<file path="src/rtl/alu_sched_arbiter_pkg.sv">
// Shared types and constants for the ALU scheduler/arbiter.
// Contents: FSM state enum, ALU op codes, packed operation layout,
// field slice positions, and the data widths used on the request/response paths.
package alu_arb_pkg;

    localparam int unsigned RES_W  = 9;
    localparam int unsigned OP_W   = 10;
    localparam int unsigned DATA_W = 4;

    localparam int unsigned DATA1_LSB = 0;
    localparam int unsigned DATA1_MSB = 3;
    localparam int unsigned DATA2_LSB = 4;
    localparam int unsigned DATA2_MSB = 7;
    localparam int unsigned OPC_LSB   = 8;
    localparam int unsigned OPC_MSB   = 9;

    typedef enum logic [1:0] {
        ST_IDLE  = 2'd0,
        ST_ISSUE = 2'd1,
        ST_WAIT  = 2'd2,
        ST_RESP  = 2'd3
    } state_e;

    typedef enum logic [1:0] {
        OP_ADD = 2'd0,
        OP_SUB = 2'd1,
        OP_MUL = 2'd2,
        OP_DIV = 2'd3
    } opcode_e;

    // Bit order matches the wire packing: op [9:8], data2 [7:4], data1 [3:0].
    typedef struct packed {
        opcode_e             op;
        logic [DATA_W-1:0]   data2;
        logic [DATA_W-1:0]   data1;
    } alu_op_t;

    // Split a raw packed word into its fields.
    function automatic alu_op_t unpack_op(input logic [OP_W-1:0] raw);
        alu_op_t o;
        o.op    = opcode_e'(raw[OPC_MSB:OPC_LSB]);
        o.data2 = raw[DATA2_MSB:DATA2_LSB];
        o.data1 = raw[DATA1_MSB:DATA1_LSB];
        return o;
    endfunction

    // Division by zero is answered locally and never reaches the ALU.
    function automatic logic is_div_zero(input alu_op_t o);
        return (o.op == OP_DIV) && (o.data2 == '0);
    endfunction

endpackage

</file>
<file path="src/rtl/alu_sched_arbiter_if.sv">
// Requester / ALU / response bundle for the ALU scheduler.
// slave  : arbiter view (consumes requests, drives ALU issue and responses).
// master : environment view (requesters, ALU and response consumers).
interface alu_sched_arbiter_if #(
    parameter int unsigned NUM_REQ = 4
);
    import alu_arb_pkg::*;

    localparam int unsigned IDW = $clog2(NUM_REQ);

    logic [NUM_REQ-1:0]      req_valid;
    logic [NUM_REQ*OP_W-1:0] req_data;
    logic [NUM_REQ-1:0]      req_ready;
    logic                    alu_valid;
    logic [OP_W-1:0]         alu_data;
    logic                    alu_ready;
    logic                    alu_done;
    logic [RES_W-1:0]        alu_result;
    logic [NUM_REQ-1:0]      rsp_valid;
    logic [RES_W-1:0]        rsp_data;
    logic                    rsp_err;
    logic [NUM_REQ-1:0]      rsp_ready;
    logic                    busy;
    logic [IDW-1:0]          grant_id;

    modport slave (
        input  req_valid, req_data, alu_ready, alu_done, alu_result, rsp_ready,
        output req_ready, alu_valid, alu_data, rsp_valid, rsp_data, rsp_err, busy, grant_id
    );

    modport master (
        output req_valid, req_data, alu_ready, alu_done, alu_result, rsp_ready,
        input  req_ready, alu_valid, alu_data, rsp_valid, rsp_data, rsp_err, busy, grant_id
    );

endinterface

</file>
<file path="src/rtl/alu_sched_arbiter_rr_pick.sv">
// Combinational round-robin picker: first set request after last_grant, wrapping.
// Ports: req_i (request vector), last_grant_i (previous owner),
//        win_oh_o (one-hot winner), win_idx_o (winner index), any_o (any request set).
module rr_pick #(
    parameter int unsigned NUM_REQ = 4,
    localparam int unsigned IDW = $clog2(NUM_REQ)
) (
    input  logic [NUM_REQ-1:0] req_i,
    input  logic [IDW-1:0]     last_grant_i,
    output logic [NUM_REQ-1:0] win_oh_o,
    output logic [IDW-1:0]     win_idx_o,
    output logic               any_o
);

    // Walk candidates last+1 .. last+NUM_REQ; the first hit wins.
    always_comb begin
        int unsigned cand;
        win_oh_o  = '0;
        win_idx_o = '0;
        any_o     = 1'b0;
        cand      = 0;
        for (int unsigned off = 1; off <= NUM_REQ; off++) begin
            cand = (32'(last_grant_i) + off) % NUM_REQ;
            if (!any_o && req_i[IDW'(cand)]) begin
                any_o                   = 1'b1;
                win_idx_o               = IDW'(cand);
                win_oh_o[IDW'(cand)]    = 1'b1;
            end
        end
    end

endmodule

</file>
<file path="src/rtl/alu_sched_arbiter.sv">
// Round-robin scheduler sharing one multi-cycle ALU among NUM_REQ requesters.
// Ports: clk, reset (synchronous, active-low), bus (slave view of the
// request / ALU / response bundle). req_ready is combinational; all other
// outputs are registered.
module alu_sched_arbiter
    import alu_arb_pkg::*;
#(
    parameter int unsigned NUM_REQ = 4,
    parameter int unsigned TIMEOUT = 15
) (
    input  logic               clk,
    input  logic               reset,
    alu_sched_arbiter_if.slave bus
);

    localparam int unsigned IDW = $clog2(NUM_REQ);
    localparam int unsigned TW  = $clog2(TIMEOUT);

    state_e              state_q;
    logic [IDW-1:0]      last_grant_q;
    logic [IDW-1:0]      grant_q;
    alu_op_t             op_q;
    logic [RES_W-1:0]    res_q;
    logic                err_q;
    logic [TW-1:0]       timer_q;
    logic                alu_valid_q;
    logic [NUM_REQ-1:0]  rsp_valid_q;
    logic                busy_q;

    logic [NUM_REQ-1:0]  win_oh_c;
    logic [IDW-1:0]      win_idx_c;
    logic                any_c;
    alu_op_t             req_ops_c [NUM_REQ];
    alu_op_t             win_op_c;

    // Unpack each requester's slot of the flat request bus.
    for (genvar g = 0; g < NUM_REQ; g++) begin : g_unpack
        assign req_ops_c[g] = unpack_op(bus.req_data[g*OP_W +: OP_W]);
    end

    rr_pick #(
        .NUM_REQ (NUM_REQ)
    ) u_rr_pick (
        .req_i        (bus.req_valid),
        .last_grant_i (last_grant_q),
        .win_oh_o     (win_oh_c),
        .win_idx_o    (win_idx_c),
        .any_o        (any_c)
    );

    assign win_op_c = req_ops_c[win_idx_c];

    // Accept pulse only while idle and out of reset.
    assign bus.req_ready  = (reset && (state_q == ST_IDLE)) ? win_oh_c : '0;
    assign bus.alu_valid  = alu_valid_q;
    assign bus.alu_data   = op_q;
    assign bus.rsp_valid  = rsp_valid_q;
    assign bus.rsp_data   = res_q;
    assign bus.rsp_err    = err_q;
    assign bus.busy       = busy_q;
    assign bus.grant_id   = grant_q;

    // Scheduler FSM with operation/result latches and the WAIT watchdog.
    always_ff @(posedge clk) begin
        if (!reset) begin
            state_q      <= ST_IDLE;
            last_grant_q <= IDW'(NUM_REQ - 1);
            grant_q      <= '0;
            op_q         <= '0;
            res_q        <= '0;
            err_q        <= 1'b0;
            timer_q      <= '0;
            alu_valid_q  <= 1'b0;
            rsp_valid_q  <= '0;
            busy_q       <= 1'b0;
        end else begin
            case (state_q)
                ST_IDLE: begin
                    if (any_c) begin
                        grant_q <= win_idx_c;
                        op_q    <= win_op_c;
                        busy_q  <= 1'b1;
                        if (is_div_zero(win_op_c)) begin
                            res_q       <= '0;
                            err_q       <= 1'b1;
                            rsp_valid_q <= win_oh_c;
                            state_q     <= ST_RESP;
                        end else begin
                            alu_valid_q <= 1'b1;
                            state_q     <= ST_ISSUE;
                        end
                    end
                end
                ST_ISSUE: begin
                    if (bus.alu_ready) begin
                        alu_valid_q <= 1'b0;
                        timer_q     <= '0;
                        state_q     <= ST_WAIT;
                    end
                end
                ST_WAIT: begin
                    // A completion in the final watchdog cycle still counts as success.
                    if (bus.alu_done) begin
                        res_q       <= bus.alu_result;
                        err_q       <= 1'b0;
                        rsp_valid_q <= NUM_REQ'(1) << grant_q;
                        state_q     <= ST_RESP;
                    end else if (timer_q == TW'(TIMEOUT - 1)) begin
                        res_q       <= '0;
                        err_q       <= 1'b1;
                        rsp_valid_q <= NUM_REQ'(1) << grant_q;
                        state_q     <= ST_RESP;
                    end else begin
                        timer_q <= timer_q + TW'(1);
                    end
                end
                ST_RESP: begin
                    if (bus.rsp_ready[grant_q]) begin
                        rsp_valid_q  <= '0;
                        last_grant_q <= grant_q;
                        busy_q       <= 1'b0;
                        state_q      <= ST_IDLE;
                    end
                end
                default: begin
                    state_q <= ST_IDLE;
                end
            endcase
        end
    end

endmodule

</file>
<file path="src/flat_wrapper.sv">
// flat-port wrapper written by rule: the top's interface ports become plain ports
module alu_sched_arbiter_flat import alu_arb_pkg::*;
#(
    parameter int unsigned NUM_REQ = 4,
    parameter int unsigned TIMEOUT = 15
)
  (clk, reset, bus_req_valid, bus_req_data, bus_alu_ready, bus_alu_done, bus_alu_result, bus_rsp_ready, bus_req_ready, bus_alu_valid, bus_alu_data, bus_rsp_valid, bus_rsp_data, bus_rsp_err, bus_busy, bus_grant_id);
  alu_sched_arbiter_if #(.NUM_REQ(NUM_REQ)) bus_i ();
  input  logic clk;
  input  logic reset;
  input wire logic [$bits(bus_i.req_valid)-1:0] bus_req_valid;
  input wire logic [$bits(bus_i.req_data)-1:0] bus_req_data;
  input wire logic [$bits(bus_i.alu_ready)-1:0] bus_alu_ready;
  input wire logic [$bits(bus_i.alu_done)-1:0] bus_alu_done;
  input wire logic [$bits(bus_i.alu_result)-1:0] bus_alu_result;
  input wire logic [$bits(bus_i.rsp_ready)-1:0] bus_rsp_ready;
  output wire logic [$bits(bus_i.req_ready)-1:0] bus_req_ready;
  output wire logic [$bits(bus_i.alu_valid)-1:0] bus_alu_valid;
  output wire logic [$bits(bus_i.alu_data)-1:0] bus_alu_data;
  output wire logic [$bits(bus_i.rsp_valid)-1:0] bus_rsp_valid;
  output wire logic [$bits(bus_i.rsp_data)-1:0] bus_rsp_data;
  output wire logic [$bits(bus_i.rsp_err)-1:0] bus_rsp_err;
  output wire logic [$bits(bus_i.busy)-1:0] bus_busy;
  output wire logic [$bits(bus_i.grant_id)-1:0] bus_grant_id;
  assign bus_i.req_valid = bus_req_valid;
  assign bus_i.req_data = bus_req_data;
  assign bus_i.alu_ready = bus_alu_ready;
  assign bus_i.alu_done = bus_alu_done;
  assign bus_i.alu_result = bus_alu_result;
  assign bus_i.rsp_ready = bus_rsp_ready;
  assign bus_req_ready = bus_i.req_ready;
  assign bus_alu_valid = bus_i.alu_valid;
  assign bus_alu_data = bus_i.alu_data;
  assign bus_rsp_valid = bus_i.rsp_valid;
  assign bus_rsp_data = bus_i.rsp_data;
  assign bus_rsp_err = bus_i.rsp_err;
  assign bus_busy = bus_i.busy;
  assign bus_grant_id = bus_i.grant_id;
  alu_sched_arbiter #(.NUM_REQ(NUM_REQ), .TIMEOUT(TIMEOUT)) u_core (.clk(clk), .reset(reset), .bus(bus_i));
endmodule
</file>
<file path="config.mk">
export PLATFORM = sky130hd
export DESIGN_NAME = alu_sched_arbiter_flat
export DESIGN_NICKNAME = d
export VERILOG_FILES = /design/src/rtl/alu_sched_arbiter_pkg.sv /design/src/rtl/alu_sched_arbiter_if.sv /design/src/rtl/alu_sched_arbiter_rr_pick.sv /design/src/rtl/alu_sched_arbiter.sv /design/src/flat_wrapper.sv
export SDC_FILE = /design/constraint.sdc
export NUM_CORES = 1
export LEC_CHECK = 0
export CAP_MARGIN = 20
export CORE_UTILIZATION = 33
export DETAILED_ROUTE_END_ITERATION = 12
export GPL_TIMING_DRIVEN = 0
export RECOVER_POWER = 25
export SYNTH_ARGS = -nofsm -noshare
export SYNTH_HDL_FRONTEND = slang
export SYNTH_HIERARCHICAL = 1
export SYNTH_SLANG_ARGS = --single-unit
</file>
<file path="constraint.sdc">
create_clock -name clk -period 7.1 [get_ports clk]
set_input_delay 1.065 -clock clk [delete_from_list [all_inputs] [get_ports clk]]
set_output_delay 1.065 -clock clk [all_outputs]
set_load 0.03 [all_outputs]
</file>
# Word-level counts from Yosys, hierarchy flattened
# Cells that the tools add are included.
# totals
ff_bits	36
# op_classes
n_addsub	5
eq_ne	13
n_reduce_logical	27
muxes	68
order_cmp	10
n_bitwise	4
shifts	1
# op_table
cell	count
2-to-1 mux 4 bit	13
2-to-1 mux 9 bit	4
2-to-1 mux 1 bit	22
binary-select mux 10 bit (select 2 bit)	1
2-to-1 mux 10 bit	2
2-to-1 mux 2 bit	10
case mux 9 bit (2 select lines)	1
AND reduction 4 bit	4
< comparator 2 x 3 -> 1 bit, second input constant	5
bitwise OR 4 bit	3
case mux 4 bit (3 select lines)	1
binary-select mux 1 bit (select 2 bit)	5
inequality test 2 bit, second input constant	5
logical AND 1 bit	9
demux 1 bit (select 2 bit)	4
>= comparator 2 x 1 -> 1 bit, second input constant	4
case mux 2 bit (4 select lines)	1
case mux 4 bit (2 select lines)	1
nonzero test 2 bit	4
== test 2 bit, second input constant	3
case mux 1 bit (2 select lines)	3
AND reduction 5 bit	1
adder 2 x 1 -> 2 bit, second input constant	2
adder 2 bit, second input constant	2
other kinds (14)	18

# Logic depth before layout (Yosys ltp)
# Gate-level depths: netlist (run 1).
# depth
depth_word	22
mapped_depth	16
depth_no_buf	11

# Modules after synthesis
# The synthesis (run 1) kept the hierarchy.
# by_module_without_submodules
mod	area_each_um2	cells_per_inst	seq_area_each_um2	instances
alu_sched_arbiter	1999.4	219	720.7	1
rr_pick	629.4	86	0.0	1

# Least setup slack after synthesis (run 1)
# No wires, ideal clock.
# synth_path
path_type	reg-to-reg
startpoint	register u_core.last_grant_q[0]
endpoint	register u_core.rsp_valid_q[0] (netlist: u_core/bus.rsp_valid[0])
setup_time_ns	0.122
path_slack_ns	3.260
stages_incl_launch_ff	16
required_time_ns	6.978
arrival_time_ns	3.718
n_path_buf	4
period_less_slack_ns	3.840
path_cell_list	dfxtp_1 -> buf_6 -> buf_2 -> inv_1 -> ha_1 -> clkbuf_1 -> a21oi_1 -> a211oi_1 -> a311o_1 -> a221oi_1 -> buf_6 -> mux4_2 -> nand4bb_4 -> o21ai_2 -> nand4b_2 -> mux2i_1
# synth_via
elab_chain_cells	21
elab_cells_between_ends	66
cone_classes	add/sub (4); order compare (8); eq/ne (3); mux (34); bitwise (4); reduce/logical (13)
# synth_lines
element	line_no	rtl
start: declaration	alu_sched_arbiter.sv:20	logic [IDW-1:0] last_grant_q;
start signal: assignment	alu_sched_arbiter.sv:67	last_grant_q <= IDW'(NUM_REQ - 1);
start signal: assignment	alu_sched_arbiter.sv:120	last_grant_q <= grant_q;
adder 2 x 1 -> 2 bit	alu_sched_arbiter_rr_pick.sv:23	cand = (32'(last_grant_i) + off) % NUM_REQ;
binary-select mux 1 bit (select 2 bit)	alu_sched_arbiter_rr_pick.sv:24	if (!any_o && req_i[IDW'(cand)]) begin
2-to-1 mux 1 bit (implied by the code)	alu_sched_arbiter_rr_pick.sv:24	
2-to-1 mux 1 bit	alu_sched_arbiter_rr_pick.sv:24	
logical NOT 1 bit	alu_sched_arbiter_rr_pick.sv:24	
logical AND 1 bit	alu_sched_arbiter_rr_pick.sv:24	
2-to-1 mux 1 bit	alu_sched_arbiter_rr_pick.sv:24	
logical NOT 1 bit	alu_sched_arbiter_rr_pick.sv:24	
(+5 left out)	--	
via u_core.win_idx_c[0]	alu_sched_arbiter.sv:31	logic [IDW-1:0] win_idx_c;
inverter 2 -> 3 bit (implied by the code) *	alu_sched_arbiter.sv:51	assign win_op_c = req_ops_c[win_idx_c];
binary-select mux 10 bit (select 2 bit) *	alu_sched_arbiter.sv:51	
2-to-1 mux 10 bit (implied by the code) * (2 in a row)	alu_sched_arbiter.sv:51	
== test 2 bit / logical NOT 4 bit (equally long branches)	alu_sched_arbiter_pkg.sv:49	return (o.op == OP_DIV) && (o.data2 == '0);
logical AND 1 bit *	alu_sched_arbiter_pkg.sv:49	
inequality test 2 bit (no line) *	--	
AND reduction 5 bit (no line) *	--	
end signal: assignment	alu_sched_arbiter.sv:86	rsp_valid_q <= win_oh_c;
end signal: assignment	alu_sched_arbiter.sv:106	rsp_valid_q <= NUM_REQ'(1) << grant_q;
end signal: assignment	alu_sched_arbiter.sv:111	rsp_valid_q <= NUM_REQ'(1) << grant_q;
end: declaration	alu_sched_arbiter.sv:27	logic [NUM_REQ-1:0] rsp_valid_q;
# The timed path passes the listed nets; every way through them passes the cells marked *. The select of a mux whose other input is x is not followed.
# A chain may end at the register's enable or synchronous reset.

# Worst setup path after layout (run 1)
# layout_path
startpoint	register u_core.last_grant_q[0]
endpoint	output bus_req_ready[0]
# layout_via
elab_chain_cells	14
elab_cells_between_ends	49
cone_classes	add/sub (4); order compare (8); mux (24); bitwise (3); reduce/logical (10)
# layout_lines
element	line_no	rtl
branches (longest 12 deep; another with < comparator 2 x 3 -> 1 bit)	--	
2-to-1 mux 4 bit *	alu_sched_arbiter_rr_pick.sv:24	
via u_core.win_oh_c[0]	alu_sched_arbiter.sv:30	logic [NUM_REQ-1:0] win_oh_c;
2-to-1 mux 4 bit *	alu_sched_arbiter.sv:54	assign bus.req_ready = (reset && (state_q == ST_IDLE)) ? win_oh_c : '0;
end: declaration	flat_wrapper.sv:17	output wire logic [$bits(bus_i.req_ready)-1:0] bus_req_ready;
# Mark *: on every way through the listed nets, which the timed path passes. The select of a mux whose other input is x is not followed.

==> results_dict.tcl, run 1 <==
set metrics [dict create \
    std_cell_rows 32 \
    start_kind "register" \
    clock_skew_ns 0.00449 \
    tritoncts "yes" \
    crit_path_max_incr_delay_ns 0.58 \
    cts-buffers-inserted 5 \
    crit_path_end "bus_req_ready[0]" \
    routed-via-count 2580 \
    startpoint "u_core/last_grant_q[0]" \
    min_period_ns 5.01 \
    setup_viol 0 \
    seq_area_frac_synth_pct 27.4 \
    htree_levels 2 \
    synth.distinct_cells 47 \
    stdcell_count 504 \
    worst_slew_pin_slew_ns 0.576 \
    grt_max_degree 13 \
    critPathSlowestCell "clkdlybuf4s50_1" \
    place_area_sq_mm 0.00365 \
    r2r_setup_slack_ns 2.64 \
    min_path_type "reg2reg" \
    yosys-top-cells-area "dfxtp_1 27%, nand2_1 9.0%, ha_1 7.1%, mux4_2 6.9%, mux2i_1 6.5%" \
    power_switching_uw 411 \
    power_frac_comb_pct 53.9 \
    grt_pass1_wl_microns 11800 \
    fp.coreArea_sq_mm 0.00773 \
    diodes 0 \
    crit_type "reg2out" \
    holdPathStages 2 \
    drc 0 \
    yosys_warnings 6 \
    ys_ff_latch 36 \
    synth_edf_count 0 \
    vdd_ir_drop_max_uv 123 \
    routed_wl_microns 6990 \
    dp.cells 496 \
    cts_setup_buffers 0 \
    switching_share_pct 41.2 \
    reg2reg_to "u_core/bus.rsp_valid[2]" \
    dp_hpwl_microns 5400 \
    overflow 0 \
    syn2layout_area_growth_pct 43.0 \
    cts_root_buffer "clkbuf_8" \
    ios 93 \
    nets 477 \
    rsz0062_at_grt "false" \
    fin_area_sq_mm 0.00376 \
    cts_resized 0 \
    synthCells 305 \
    fin_setup_tns_ns 0 \
    syn_nets 381 \
    via_per_inst 5.12 \
    synth_top_cell_by_area "dfxtp_1" \
    hold_buffers 0 \
    crit_arrival_ns 3.95 \
    rr_worst_depth 14 \
    fin_crit_sh_pct 70.6 \
    fill_cells 757 \
    cap_violations 0 \
    crit_path_frequent_cell "inv_1" \
    relSlewSlack_pct 60.5 \
    intPower_uw 587 \
    die_w_microns 91.3 \
    antenna_found_initial 0 \
    drive_above_1_share_pct 7.46 \
    port_buffers 89 \
    clkPwrFrac_pct 18.2 \
    cp_num_buf_inv 6 \
    worst-path-max-fanout 10 \
    crit_family "buffers and inverters" \
    synth_top_area_share_pct 27.4 \
    initial_core_util_pct 34.0 \
    drt_iter0_drc 150 \
    clk_pin_slew_ns 0.08 \
    netlist_area_sq_mm 0.00263 \
    pre_cts_slack_ns 2.35 \
    async_flop_share_pct 0 \
    outcome "finished, final reports clean" \
    dieArea_sq_mm 0.00833 \
    path_depth 11 \
    power_density_mw_per_mm2 266 \
    synth_ff_type "dfxtp_1" \
    ant_nets 0 \
    clock_path_buffers 2 \
    final_hold_viol_count 0 \
    grt_pass1_vias 2541 \
    die_y_microns 91.3 \
    first_pass_iters 4 \
    gp_congestion 0.886 \
    synth_area_per_cell_sq_um 8.62 \
    reg2reg_from "u_core/last_grant_q[0]" \
    worstPathRequired_ns 6.03 \
    worstPathCellList "buf_6, buf_2, inv_1, ha_1, clkbuf_1, inv_1, a31oi_1, o31ai_1, or3_1, and3_1, clkdlybuf4s50_1" \
    clock_sinks 36 \
    clk_latency_ns 0.29 \
    drt-wirelength-per-cell_microns 13.9 \
    leakage_nw 1.55 \
    fmax_mhz 199 \
    timing.final.ws_setup_ns 2.09 \
    grt_usage_pct 17.6 \
    worst_setup_path_end_kind "output pin" \
    p_seq_share_pct 27.9 \
    slew_violations 0 \
]
## layer usage
layer / GRT usage [%] / routed length, microns / vias up
met1: 21.9 / 3130 / 1190
met2: 29.7 / 3300 / 95
li1: - / - / 1289
met5: 0 / 0 / -
met4: 4.10 / 43 / 0
met3: 5.11 / 525 / 6
## cells by family (layout without fill, tap and decap cells)
kind of cell / after synthesis / after routing / synth area share (%)
and+or+nand+nor: 129 / 129 / 25.1
adders and majority gates: 15 / 15 / 7.14
buffers and inverters: 34 / 131 / 6.19
DFF: 36 / 36 / 27.4
AOI/OAI and AO/OA: 57 / 57 / 14.4
muxes: 31 / 31 / 18.8
xor gates and xnor gates: 3 / 3 / 1.00
## power groups by stage
stage | clock (mW) | sequential (mW) | combinational [mW]
2_1_floorplan | 0 | 0.346 | 0.298
3_3_place_gp | 0 | 0.283 | 0.539
3_5_place_dp | 0 | 0.284 | 0.542
4_1_cts | 0.187 | 0.280 | 0.544
5_1_grt | 0.199 | 0.285 | 0.588
6_report | 0.181 | 0.279 | 0.539
## through the flow
stage	total power, mW	util, %	hold slack (ns)
final	0.999	48.6	0.458
after global routing	1.07	48.6	0.482
after global placement	0.822	47.2	0.442
after floorplan	0.644	-	0.483
after detailed placement	0.826	47.2	0.454
after CTS	1.01	48.6	0.465
## cells in the final DEF, fill, tap and decap left out, drive strengths merged, types with 2 or more instances in the layout
master and instances:
or3 4, a2111o 4, mux4 13, a211oi 5, inv 13, mux2i 17
and3b 3, o21ai 11, nand2b 2, nand3 8, nand4 6, nand2 63
o31ai 4, and3 6, nor2 17, ha 15, buf 8, dlygate4sd3 13
clkbuf 17, xnor2 3, nor3b 7, dfxtp 36, nand3b 2, nor2b 3
a21oi 18, clkdlybuf4s50 76, a31oi 7, clkinv 2, o211a 2
## sequential cells by signal, indices dropped and copies added, names as in the netlist
| signal | flops |
|---|---|
| u_core/state_q | 2 |
| u_core/bus.busy | 1 |
| u_core/bus.rsp_data | 9 |
| u_core/bus.grant_id | 2 |
| u_core/bus.alu_data | 10 |
| u_core/bus.alu_valid | 1 |
| u_core/bus.rsp_err | 1 |
| u_core/last_grant_q | 2 |
| u_core/timer_q | 4 |
| u_core/bus.rsp_valid | 4 |
## worst min-delay path: stages, from the launching register on
cell     delay [ns]
dfxtp_1        0.31
nand2_1        0.05
mux2i_1        0.06
## synthesized netlist by cell type (all sizes together) (5+ instances only)
library cell  instances
a31oi                 7
nand3                 8
a211oi                5
o21ai                11
inv                  13
nand2                63
and3                  6
nor3b                 7
a21oi                18
nand4                 6
clkbuf               12
buf                   8
ha                   15
mux4                 13
mux2i                17
nor2                 17
dfxtp                36
## worst min path at each step
stage,startpoint,to,slack [ns]
CTS,u_core/bus.rsp_valid[1],u_core/bus.rsp_valid[1],0.47
detailed placement,u_core/bus.alu_data[6],u_core/bus.alu_data[6],0.45
global route,u_core/bus.rsp_data[0],u_core/bus.rsp_data[0],0.48
global placement,u_core/bus.alu_data[8],u_core/bus.alu_data[8],0.44
floorplan,u_core/timer_q[1],u_core/timer_q[1],0.48
finish,u_core/bus.rsp_data[1],u_core/bus.rsp_data[1],0.46
## final cells by class
cell class | instances | area, sq um | share of cell area [%]
multi-input cells | 235 | 1750 | 46.4
repair buffers | 89 | 891 | 23.7
flip-flops and latches | 36 | 721 | 19.2
well taps | 102 | 128 | 3.40
plain buffers | 20 | 110 | 2.93
clock buffers | 5 | 68.8 | 1.83
inverters | 14 | 52.6 | 1.40
clock inverters | 3 | 42.5 | 1.13
Note: power is estimated with default switching activity, not from simulation.
==> run 2, diff against run 1 <==
clock period = 5.1 ns   (was 7.1 ns; I/O delays follow)
==> results of run 2 <==
The final DEF is identical to that of run 1. Status: finished, final reports clean.
Among the figures that moved: setup slack after placement 2.35 ns -> 0.656 ns; setup slack after layout 2.09 ns -> 0.386 ns; register-to-register setup slack 2.64 ns -> 0.64 ns; total power 0.999 mW -> 1.39 mW; worst IR drop on VDD 123 uV -> 171 uV
==> run 3, diff against run 2 <==
ABC_AREA = 1   (was not set)
RECOVER_POWER = 50   (was 25)
==> run 3 against run 2 <==
Clock skew grew 0.0014 ns. Flip-flop and latch count is the same. Via count grew 12%. Sequential power grew 12%. Sequential share of layout area grew 0.10 points. Critical path depth grew 1. Critical path type unchanged. Largest power group unchanged.
==> results_dict.tcl, run 3 <==
set metrics [dict create \
    outcome "finished, final reports clean" \
    overflow 0 \
    min_path_type "reg2reg" \
    grt_pass1_wl_microns 12100 \
    synth_top_area_share_pct 27.8 \
    syn2layout_area_growth_pct 44.2 \
    synth_area_per_cell_sq_um 6.37 \
    port_buffers 91 \
    drive_above_1_share_pct 8.70 \
    power_density_mw_per_mm2 481 \
    min_period_ns 3.91 \
    rsz0062_at_grt "false" \
    worst-path-max-fanout 10 \
    leakage_nw 1.73 \
    layout_commonest_cell "nand2_1" \
    gp_congestion 0.829 \
    drc 0 \
    clk_pin_slew_ns 0.07 \
    diodes 0 \
    slew_violations 0 \
    largest_reg_flops 10 \
    drt-wirelength-per-cell_microns 11.9 \
    ant_nets 0 \
    vdd_ir_drop_max_uv 147 \
    clock_path_buffers 2 \
    dieArea_sq_mm 0.00821 \
    seq_area_frac_synth_pct 27.8 \
    dp_hpwl_microns 5780 \
    yosys_warnings 6 \
    crit_type "reg2out" \
    synth_top_cell_by_area "dfxtp_1" \
    ys_ff_latch 36 \
    via_per_inst 4.77 \
    first_pass_iters 4 \
    synthCells 407 \
    fmax_mhz 256 \
    synth.distinct_cells 30 \
    yosys-top-cells-area "dfxtp_1 28%, nand2_1 15%, nand3_1 10%, ha_1 7.2%, nor2_1 6.1%" \
    critPathSlowestCell "clkdlybuf4s50_1" \
    crit_arrival_ns 3.14 \
    cts-buffers-inserted 5 \
    drt_iter0_drc 89 \
    relSlewSlack_pct 68.3 \
    crit_family "buffers and inverters" \
    grt_usage_pct 17.9 \
    clock_sinks 36 \
    start_kind "register" \
    antenna_found_initial 0 \
    finalPower_mw 1.80 \
    cp_num_buf_inv 5 \
    cts_setup_buffers 0 \
    htree_levels 2 \
    hold_buffers 0 \
    crit_path_max_incr_delay_ns 0.68 \
    clock_skew_ns 0.00587 \
    cts_root_buffer "clkbuf_8" \
    worstPathCellList "inv_1, ha_1, inv_2, nand3_4, nand2_4, nor2_4, buf_6, nand3_1, nand3_1, inv_1, nor2_1, clkdlybuf4s50_1" \
    std_cell_rows 31 \
    fp.coreArea_sq_mm 0.00741 \
    worst_slew_pin_slew_ns 0.476 \
    cts_resized 0 \
    cap_violations 0 \
    fin_crit_sh_pct 76.6 \
    grt_max_degree 14 \
    synth_common_cells "102 x nand2_1, 53 x nand3_1, 42 x nor2_1" \
    die_w_microns 90.6 \
    die_y_microns 90.6 \
    worstPathRequired_ns 4.34 \
    clk_latency_ns 0.29 \
    worst_setup_path_end_kind "output pin" \
    synth.most_common_cell "nand2_1" \
    setup_viol 0 \
    tritoncts "yes" \
    grt_pass1_vias 2669 \
    synth_ff_type "dfxtp_1" \
    netlist_area_sq_mm 0.00259 \
    nets 581 \
    initial_core_util_pct 35.0 \
    routed_wl_microns 7200 \
    final_hold_viol_count 0 \
    syn_nets 483 \
    synth_edf_count 0 \
    async_flop_share_pct 0 \
    ios 93 \
    layout_common_cells "102 x nand2_1, 62 x clkdlybuf4s50_1, 53 x nand3_1" \
    fin_setup_tns_ns 0 \
    routed-via-count 2883 \
]
==> run 3: cell types whose count changed in the layout (fill, tap and decap cells not counted), moves of 8 or more <==
cell             change
inv_1               +23
mux4_2               -8
dlygate4sd3_1       +16
mux2i_1             -17
nor2_1              +26
nand2_1             +39
inv_2               +11
a21oi_1             +10
o21ai_1              +9
nand3_1             +45
clkdlybuf4s50_1     -14
==> run 3: where the power goes <==
part / leakage, nW / internal [mW] / switching, mW
Clock: 0.0541 / 0.145 / 0.105
Combinational: 1.38 / 0.401 / 0.714
Sequential: 0.297 / 0.372 / 0.0604
Total: 1.73 / 0.918 / 0.880
==> run 3: routing by layer <==
metal | part of all wire (%) | vias up | wire length, microns | GRT usage, %
met4 | 0.88 | 0 | 63 | 4.03
met2 | 45 | 92 | 3260 | 28.7
met3 | 7.0 | 4 | 505 | 3.96
met1 | 47 | 1269 | 3370 | 24.3
met5 | 0 | - | 0 | 0
li1 | - | 1518 | - | -
==> run 3: cells by family (layout without fill, tap and decap cells) <==
family,after synthesis,count (layout),synth area share (%)
xor gates and xnor gates,2,2,0.676
adders and majority gates,15,15,7.24
AOI/OAI and AO/OA,68,68,14.5
DFF,36,36,27.8
buffers and inverters,64,163,10.9
and+or+nand+nor,222,222,38.9
==> run 3: tightest hold or removal path: cells and delay by family (launching register included) <==
| family | cells | cell delay, ns |
|---|---|---|
| flops | 1 | 0.31 |
| compound gates | 1 | 0.05 |
| simple gates | 1 | 0.05 |
==> run 3: final timing paths <==
check	slack, ns	startpoint	end	cells after the start
worst max-delay path	1.19	u_core/last_grant_q[1]	bus_req_ready[0]	12
worst min-delay path	0.46	u_core/bus.rsp_valid[2]	u_core/bus.rsp_valid[2]	2
worst max register to register	1.53	u_core/last_grant_q[1]	u_core/bus.rsp_data[6]	19
worst min register to register	0.46	u_core/bus.rsp_valid[2]	u_core/bus.rsp_valid[2]	2
==> run 3: layout make-up <==
| class | instances | area, sq um |
|---|---|---|
| fillers | 775 | 3670 |
| clock buffers | 5 | 68.8 |
| well taps | 99 | 124 |
| multi-input cells | 307 | 1590 |
| inverters | 50 | 195 |
| repair buffers | 91 | 911 |
| flip-flops and latches | 36 | 721 |
| plain buffers | 14 | 87.6 |
| clock inverters | 3 | 42.5 |
==> run 3: metrics by stage <==
stage / cells / utilization, % / hold WS [ns] / area, sq um / setup WS [ns]
2_1_floorplan: 407 / - / 0.468 / 2590 / 2.24
3_3_place_gp: 597 / 49.0 / 0.451 / 3630 / 1.43
3_5_place_dp: 597 / 49.0 / 0.454 / 3630 / 1.40
4_1_cts: 605 / 50.5 / 0.465 / 3740 / 1.18
5_1_grt: 605 / 50.5 / 0.489 / 3740 / 0.980
6_report: 605 / 50.5 / 0.458 / 3740 / 1.19
